File: config.mk
export PLATFORM = sky130hd
export DESIGN_NAME = cipher_sequencer
export DESIGN_NICKNAME = d
export VERILOG_FILES = /design/src/rtl/cipher_sequencer_pkg.sv /design/src/rtl/cipher_sequencer.sv
export SDC_FILE = /design/constraint.sdc
export NUM_CORES = 1
export LEC_CHECK = 0
export BUFFER_PORTS_ARGS = -buffer_cell sky130_fd_sc_hd__buf_2
export CORE_AREA = 2 2 353 355
export CTS_BUF_LIST = sky130_fd_sc_hd__clkbuf_8
export DETAILED_ROUTE_END_ITERATION = 7
export DIE_AREA = 0 0 355 357
export MAX_ROUTING_LAYER = met4
export PLACE_DENSITY = 0.37
export SYNTH_ARGS = -nofsm -noshare
export SYNTH_HDL_FRONTEND = slang
export SYNTH_SLANG_ARGS = --single-unit
export TNS_END_PERCENT = 50
File: constraint.sdc
create_clock -name clock -period 1.9 [get_ports clock]
set_clock_uncertainty 0.1 [all_clocks]
set_input_delay 0.38 -clock clock [delete_from_list [all_inputs] [get_ports clock]]
set_output_delay 0.38 -clock clock [all_outputs]
set_load 0.005 [all_outputs]
File: src/rtl/cipher_sequencer_pkg.sv
// ---------------------------------------------------------------------------
// cipher_sequencer_pkg
// Shared types and constants for the iterative AES-128 sequencer.
//   block_t     : 128-bit AES state / key block
//   round_t     : 4-bit round number (0 = none issued yet, 1..NR)
//   seq_state_t : sequencer FSM encoding
// ---------------------------------------------------------------------------
package cipher_sequencer_pkg;

    localparam int unsigned NR_AES128 = 10;
    localparam int unsigned BLOCK_W   = 128;

    typedef logic [BLOCK_W-1:0] block_t;
    typedef logic [3:0]         round_t;

    typedef enum logic [1:0] {
        IDLE  = 2'd0,
        ISSUE = 2'd1,
        WAIT  = 2'd2,
        DONE  = 2'd3
    } seq_state_t;

    // True when the round just completed is the final one.
    function automatic logic is_final_round(input round_t rnd, input int unsigned nr);
        is_final_round = (rnd == round_t'(nr));
    endfunction

endpackage

File: src/rtl/cipher_sequencer.sv
// ---------------------------------------------------------------------------
// cipher_sequencer
// Iterative AES-128 encryption controller. Performs the initial AddRoundKey,
// then issues rounds 1..NR to an external shared round datapath, looping the
// returned state and round key back each time, and finally hands out the
// ciphertext.
//
// Ports
//   clock, reset        : clock and synchronous active-high reset
//   i_valid / o_ready   : request handshake (i_plaintext, i_key)
//   o_valid / i_ready   : result handshake (o_ciphertext)
//   o_error             : one-cycle pulse when the datapath does not answer
//   o_dp_tx_en          : one-cycle round issue pulse to the datapath
//   o_dp_round          : round number being issued (1..NR)
//   o_dp_state          : state handed to the datapath
//   o_dp_round_key      : previous round key handed to the datapath
//   i_dp_tx_en          : datapath result pulse (only honoured in WAIT)
//   i_dp_state          : datapath output state
//   i_dp_round_key      : round key produced by the datapath
//
// o_dp_state, o_dp_round_key and o_dp_round double as the working state,
// key and round registers: they only change when leaving IDLE or WAIT, so
// they are naturally stable for the whole time a round is outstanding.
// ---------------------------------------------------------------------------
module cipher_sequencer
    import cipher_sequencer_pkg::*;
#(
    parameter int unsigned NR         = NR_AES128,
    parameter int unsigned DP_TIMEOUT = 64
) (
    input  logic         clock,
    input  logic         reset,
    input  logic         i_valid,
    output logic         o_ready,
    input  block_t       i_plaintext,
    input  block_t       i_key,
    output logic         o_valid,
    input  logic         i_ready,
    output block_t       o_ciphertext,
    output logic         o_error,
    output logic         o_dp_tx_en,
    output round_t       o_dp_round,
    output block_t       o_dp_state,
    output block_t       o_dp_round_key,
    input  logic         i_dp_tx_en,
    input  block_t       i_dp_state,
    input  block_t       i_dp_round_key
);

    localparam int unsigned TO_W = (DP_TIMEOUT > 2) ? $clog2(DP_TIMEOUT) : 2;

    seq_state_t          fsm_r;
    logic [TO_W-1:0]     timeout_cnt_r;

    // Sequencer FSM with all outputs registered.
    always_ff @(posedge clock) begin
        if (reset) begin
            fsm_r          <= IDLE;
            timeout_cnt_r  <= '0;
            o_ready        <= 1'b1;
            o_valid        <= 1'b0;
            o_error        <= 1'b0;
            o_dp_tx_en     <= 1'b0;
            o_dp_round     <= 4'd0;
            o_ciphertext   <= 128'd0;
            o_dp_state     <= 128'd0;
            o_dp_round_key <= 128'd0;
        end else begin
            // Pulse outputs default low; the branches below raise them.
            o_dp_tx_en <= 1'b0;
            o_error    <= 1'b0;

            case (fsm_r)
                IDLE: begin
                    if (i_valid) begin
                        // Initial AddRoundKey is done here, not in the datapath.
                        o_dp_state     <= i_plaintext ^ i_key;
                        o_dp_round_key <= i_key;
                        o_dp_round     <= 4'd1;
                        o_dp_tx_en     <= 1'b1;
                        o_ready        <= 1'b0;
                        fsm_r          <= ISSUE;
                    end else begin
                        o_ready <= 1'b1;
                    end
                end

                ISSUE: begin
                    timeout_cnt_r <= '0;
                    fsm_r         <= WAIT;
                end

                WAIT: begin
                    if (i_dp_tx_en) begin
                        o_dp_state     <= i_dp_state;
                        o_dp_round_key <= i_dp_round_key;
                        if (is_final_round(o_dp_round, NR)) begin
                            o_valid      <= 1'b1;
                            o_ciphertext <= i_dp_state;
                            fsm_r        <= DONE;
                        end else begin
                            o_dp_round <= o_dp_round + 4'd1;
                            o_dp_tx_en <= 1'b1;
                            fsm_r      <= ISSUE;
                        end
                    end else begin
                        timeout_cnt_r <= timeout_cnt_r + TO_W'(1);
                        // Abort on the edge where the counter reaches DP_TIMEOUT-1.
                        if (timeout_cnt_r == TO_W'(DP_TIMEOUT - 2)) begin
                            o_error <= 1'b1;
                            o_ready <= 1'b1;
                            fsm_r   <= IDLE;
                        end else begin
                            fsm_r <= WAIT;
                        end
                    end
                end

                DONE: begin
                    if (i_ready) begin
                        o_valid <= 1'b0;
                        o_ready <= 1'b1;
                        fsm_r   <= IDLE;
                    end else begin
                        fsm_r <= DONE;
                    end
                end

                default: begin
                    o_valid <= 1'b0;
                    o_ready <= 1'b1;
                    fsm_r   <= IDLE;
                end
            endcase
        end
    end

endmodule
==> out/results.txt <==
The height of the die was 357 microns. Cell internal power was estimated by the tool at 0.01725 W. The critical path goes through inv_1, ha_1, nand3b_1, buf_4, buf_12, o31ai_1, a21oi_1. The fraction of final layout cells with drive strength greater than 1 was 35.90%.

Final estimated routing congestion in global placement: 0.8537. The checks that failed: DRC. For the pin with the worst max-slew slack, the measured transition is 761.0 ps.

The clock sink count is 400, and the number of filler instances in the final layout is 13,380. Total of endpoints with negative setup slack in the final report: 0. The clock network burns 35.9% of the power.

The part of the Yosys area used for sequential elements was 40.51%. TritonCTS built the clock tree. The slack of the critical path is 89.24 ps. Path class of the lowest-slack min-delay path: input port to flop. The floorplan has 129 rows. The region available for standard cell placement spans 0.1230 sq mm.

The count of flip-flops with a built-in enable after synthesis was 0; the floorplan die area was 0.1267 sq mm. The global-route usage over all layers is 18.39%. The logs give 27.6% for the share of total power in combinational logic and 700 ps for the clock latency on the worst-skew pair. During placement, the flow inserted port buffers numbering 908. Power spread over the standard cell area amounts to 739.6 mW/mm^2. The run gives 4,325 as the post-layout net count. The maximum operating frequency came out at 552.3 MHz.

Along the worst path, the maximum fanout reaches 48. The initial antenna violation count is 19. Counting the buffers created by CTS gives 84. The switching portion of total power was 33.26%. STA classifies the critical path startpoint as a flop.

When the netlist entered floorplanning its net count stood at 2,807. Worst setup timing slack at the placement stage: -96.56 ps. Setup repair after global routing could not meet its margin everywhere. The post-detailed-route count of antenna-violating nets came out at 0. The multi-input combinational cells in the finished layout cover a total of 0.01047 sq mm. Synthesis produced a netlist whose cell count is 2,286. The run gives 16.07% as the starting utilization of the core area. In the synthesized netlist the dominant register cell turns out to be dfxtp_1.

The wire length of the first global-routing pass was 169.1 mm. For the buffers inserted during post-CTS setup optimization, the log shows 0. In this run the most critical hold path is launched from i_plaintext[2]. Counting flops and latches in the post-synthesis netlist gives 400.

For this design the static power due to leakage is 15.02 nW. Compared with the post-synthesis result, the final layout area differs by 76.81%. Max-cap violations in this run came to 0. The total overflow left after global routing is 0. The largest stage delay on the critical path was 310 ps; the met1 layer wirelength in the final routing was 50.21 mm. Of all flip-flops after synthesis, the portion carrying an async set or reset was 0%.

The horizontal extent of the die was 355 microns; the maximum number of pins on one net before global-route repair was 105. The total vias in the final route is 24,330, and the total length of routed met2 wires is 56.06 mm. The clock edge transition at the registers on the reported setup and hold paths was 60 ps; the top cell type's share of synthesized area was 40.51%.

The most critical setup path has its startpoint at o_dp_round[0]. The H-tree was split into 3 levels. For the detailed-router iteration count before antenna repair, the log shows 8. Dividing the detail-routed wire length by the instance count gives 21.83 microns.

The logs give 0.008023 sq mm for the sequential cell area in the final layout and 0 for the number of max-slew violations in the final report. For the count of boundary I/O pins, the log shows 909. The CTS root buffer is clkbuf_8.

The cell area that synthesis handed to floorplanning was 0.01977 sq mm. Dividing the final minimum period by the clock period gives 95.30%. Signal routing reaches up to met4. For this run, design rule violations remaining after detail routing come to 8. The Yosys warning count came out at 0.

The worst register-to-register path begins at o_dp_round[0]. The cell with the biggest individual delay on the critical path was dfxtp_1. For the final hold violation count, the log shows 0. In this run the power spent charging and discharging nets is 0.008597 W. The critical path in this run is classified as flop to flop. By area the synthesized netlist is led by dfxtp_1, o32ai_2, nand2_1.

The tools report the largest vdd supply drop as 0.4796 mV. The shortest period the worst path allows was 1811 ps; the worst slew margin relative to its limit was 49.27%. For the worst slack on hold paths, the log shows 116.4 ps. The category of the worst setup path capture point is a flop. The via count of the first global-routing pass was 24,960; the required time reported for the critical path endpoint was 2330 ps.

dfxtp_1 takes more of the synthesized area than any other cell. For the critical path arrival, the log shows 2240 ps. The tools report the unique cell type count in the Yosys netlist as 47. The flow ran to the end, but the final reports show violations. The mean post-synth cell area was 8.647 sq um; the routed length on met3 was 8.680 mm. For the number of buffers between clock root and the deepest sink, the log shows 3.

The tools report the detailed-route wire length as 120.3 mm. Relative contribution of sequential cells to total power: 36.5%. The number of DRC markers in iteration 0 is 1,548. Summed over all nets, the half-perimeter wirelength after detailed placement is 89.25 mm.

The via-per-instance ratio works out to 4.415.
sequential cells by signal (all words and copies together), names as in the netlist:
| name | flops |
|---|---|
| o_dp_round | 4 |
| fsm_r | 2 |
| o_dp_tx_en | 1 |
| o_error | 1 |
| o_dp_round_key | 128 |
| o_ciphertext | 128 |
| o_valid | 1 |
| timeout_cnt_r | 6 |
| o_dp_state | 128 |
| o_ready | 1 |
power by group through the flow:
| stage | logic, W | clock network (W) | registers (W) |
|---|---|---|---|
| after global placement | 0.00605 | 0 | 0.00959 |
| after floorplan | 0.00272 | 0 | 0.00958 |
| after detailed placement | 0.00604 | 0 | 0.00959 |
| after global routing | 0.00762 | 0.00999 | 0.00950 |
| after CTS | 0.00717 | 0.00965 | 0.00943 |
| final | 0.00714 | 0.00928 | 0.00943 |
metrics by stage:
step	instances	TNS [ps]	total power (W)	cell area (sq um)	util, %
2_1_floorplan	2286	0	0.01230	19770	-
3_3_place_gp	4766	-69.71	0.01565	27350	22.24
3_5_place_dp	4766	-96.56	0.01563	27350	22.24
4_1_cts	5495	0	0.02626	34890	28.37
5_1_grt	5509	-0.9586	0.02711	34950	28.41
6_report	5511	0	0.02585	34950	28.42
layout make-up:
cell class | count | area share (%)
Clock buffer | 102 | 4.017
Timing Repair Buffer | 1696 | 36.43
Tap cell | 1637 | 5.860
Antenna cell | 16 | 0.1146
Multi-Input combinational cell | 1616 | 29.95
Clock inverter | 38 | 0.5728
Inverter | 6 | 0.1074
Sequential cell | 400 | 22.95
critical path: cells and delay by family, from the launching register on:
family                   cells  cell delay, ps
adder cells (fa/ha/maj)      1             180
buffers and inverters        3             430
flip-flops                   1             310
AO/OA/AOI/OAI                2             390
AND/OR/NAND/NOR              1             140
metal layers:
layer  track usage [%]  vias up
met2             29.54     1040
met3             4.745      224
met1             21.64    11670
met5                 -        -
li1                  -    11400
met4             8.017        0
cells by family (layout without fill, tap and decap cells):
logic type / after synthesis / after routing / share of synthesized area (%)
multiplexers: 5 / 5 / 0.3228
XOR/XNOR: 128 / 128 / 5.671
AND/OR/NAND/NOR: 813 / 813 / 17.60
buffers and inverters: 270 / 1842 / 6.842
adder cells (fa/ha/maj): 4 / 4 / 0.2532
AO/OA/AOI/OAI: 666 / 666 / 28.81
other: 0 / 16 / 0
flip-flops: 400 / 400 / 40.51
cells in the final DEF (no fill, tap or decap), types with 3 or more instances in the layout:
cell type / Yosys / layout
buf_6: 13 / 6
o31ai_1: 129 / 126
buf_2: 118 / 901
nand2_1: 388 / 388
nand3b_1: 4 / 4
inv_1: 6 / 35
ha_1: 4 / 4
mux2i_1: 3 / 3
nor2b_1: 3 / 3
nand4_1: 128 / 128
o21ai_0: 3 / 3
inv_6: 0 / 4
xor2_1: 128 / 128
nor2_1: 260 / 259
dfxtp_1: 400 / 388
or4_1: 3 / 3
a21oi_1: 262 / 262
diode_2: 0 / 16
o31ai_2: 0 / 3
o211ai_1: 4 / 4
nand3_1: 10 / 9
a311oi_1: 99 / 99
clkbuf_8: 0 / 102
nand2b_1: 4 / 3
buf_4: 25 / 139
a311oi_2: 30 / 30
buf_12: 0 / 60
dlygate4sd3_1: 0 / 589
o32ai_1: 16 / 16
o32ai_2: 112 / 112
dfxtp_2: 0 / 12
repair_timing:
item / 4_1_cts / 5_1_grt
pin swaps: 0 / 0
setup endpoints to repair: 13 / 7
hold buffers: 589 / 0
gates resized for setup: 20 / 6
endpoints found under the hold margin: 390 / 0
final timing paths:
path | to | depth (start not counted) | slack [ps]
worst max-delay path | o_ciphertext[125] | 7 | 90
worst min-delay path | o_dp_state[2] | 5 | 120
worst max register to register | o_ciphertext[125] | 7 | 90
worst min register to register | o_ciphertext[122] | 2 | 370
cells in the mapped netlist, types with 2 or more instances:
cell type  instances
nand4_1          128
nand2_1          388
nor3b_1            2
nand3b_1           4
nor3_1             2
clkbuf_1         104
nor2b_1            3
nor2_1           260
o211ai_1           4
a31oi_1            2
buf_1              4
mux2i_1            3
a21oi_1          262
inv_1              6
buf_2            118
a311oi_1          99
buf_6             13
nor4_1             2
a311oi_2          30
buf_4             25
xor2_1           128
o31ai_1          129
dfxtp_1          400
or4_1              3
nand2b_1           4
o21ai_0            3
nand3_1           10
o32ai_1           16
o21a_1             2
o32ai_2          112
ha_1               4
(Power assumes the default switching activity.)
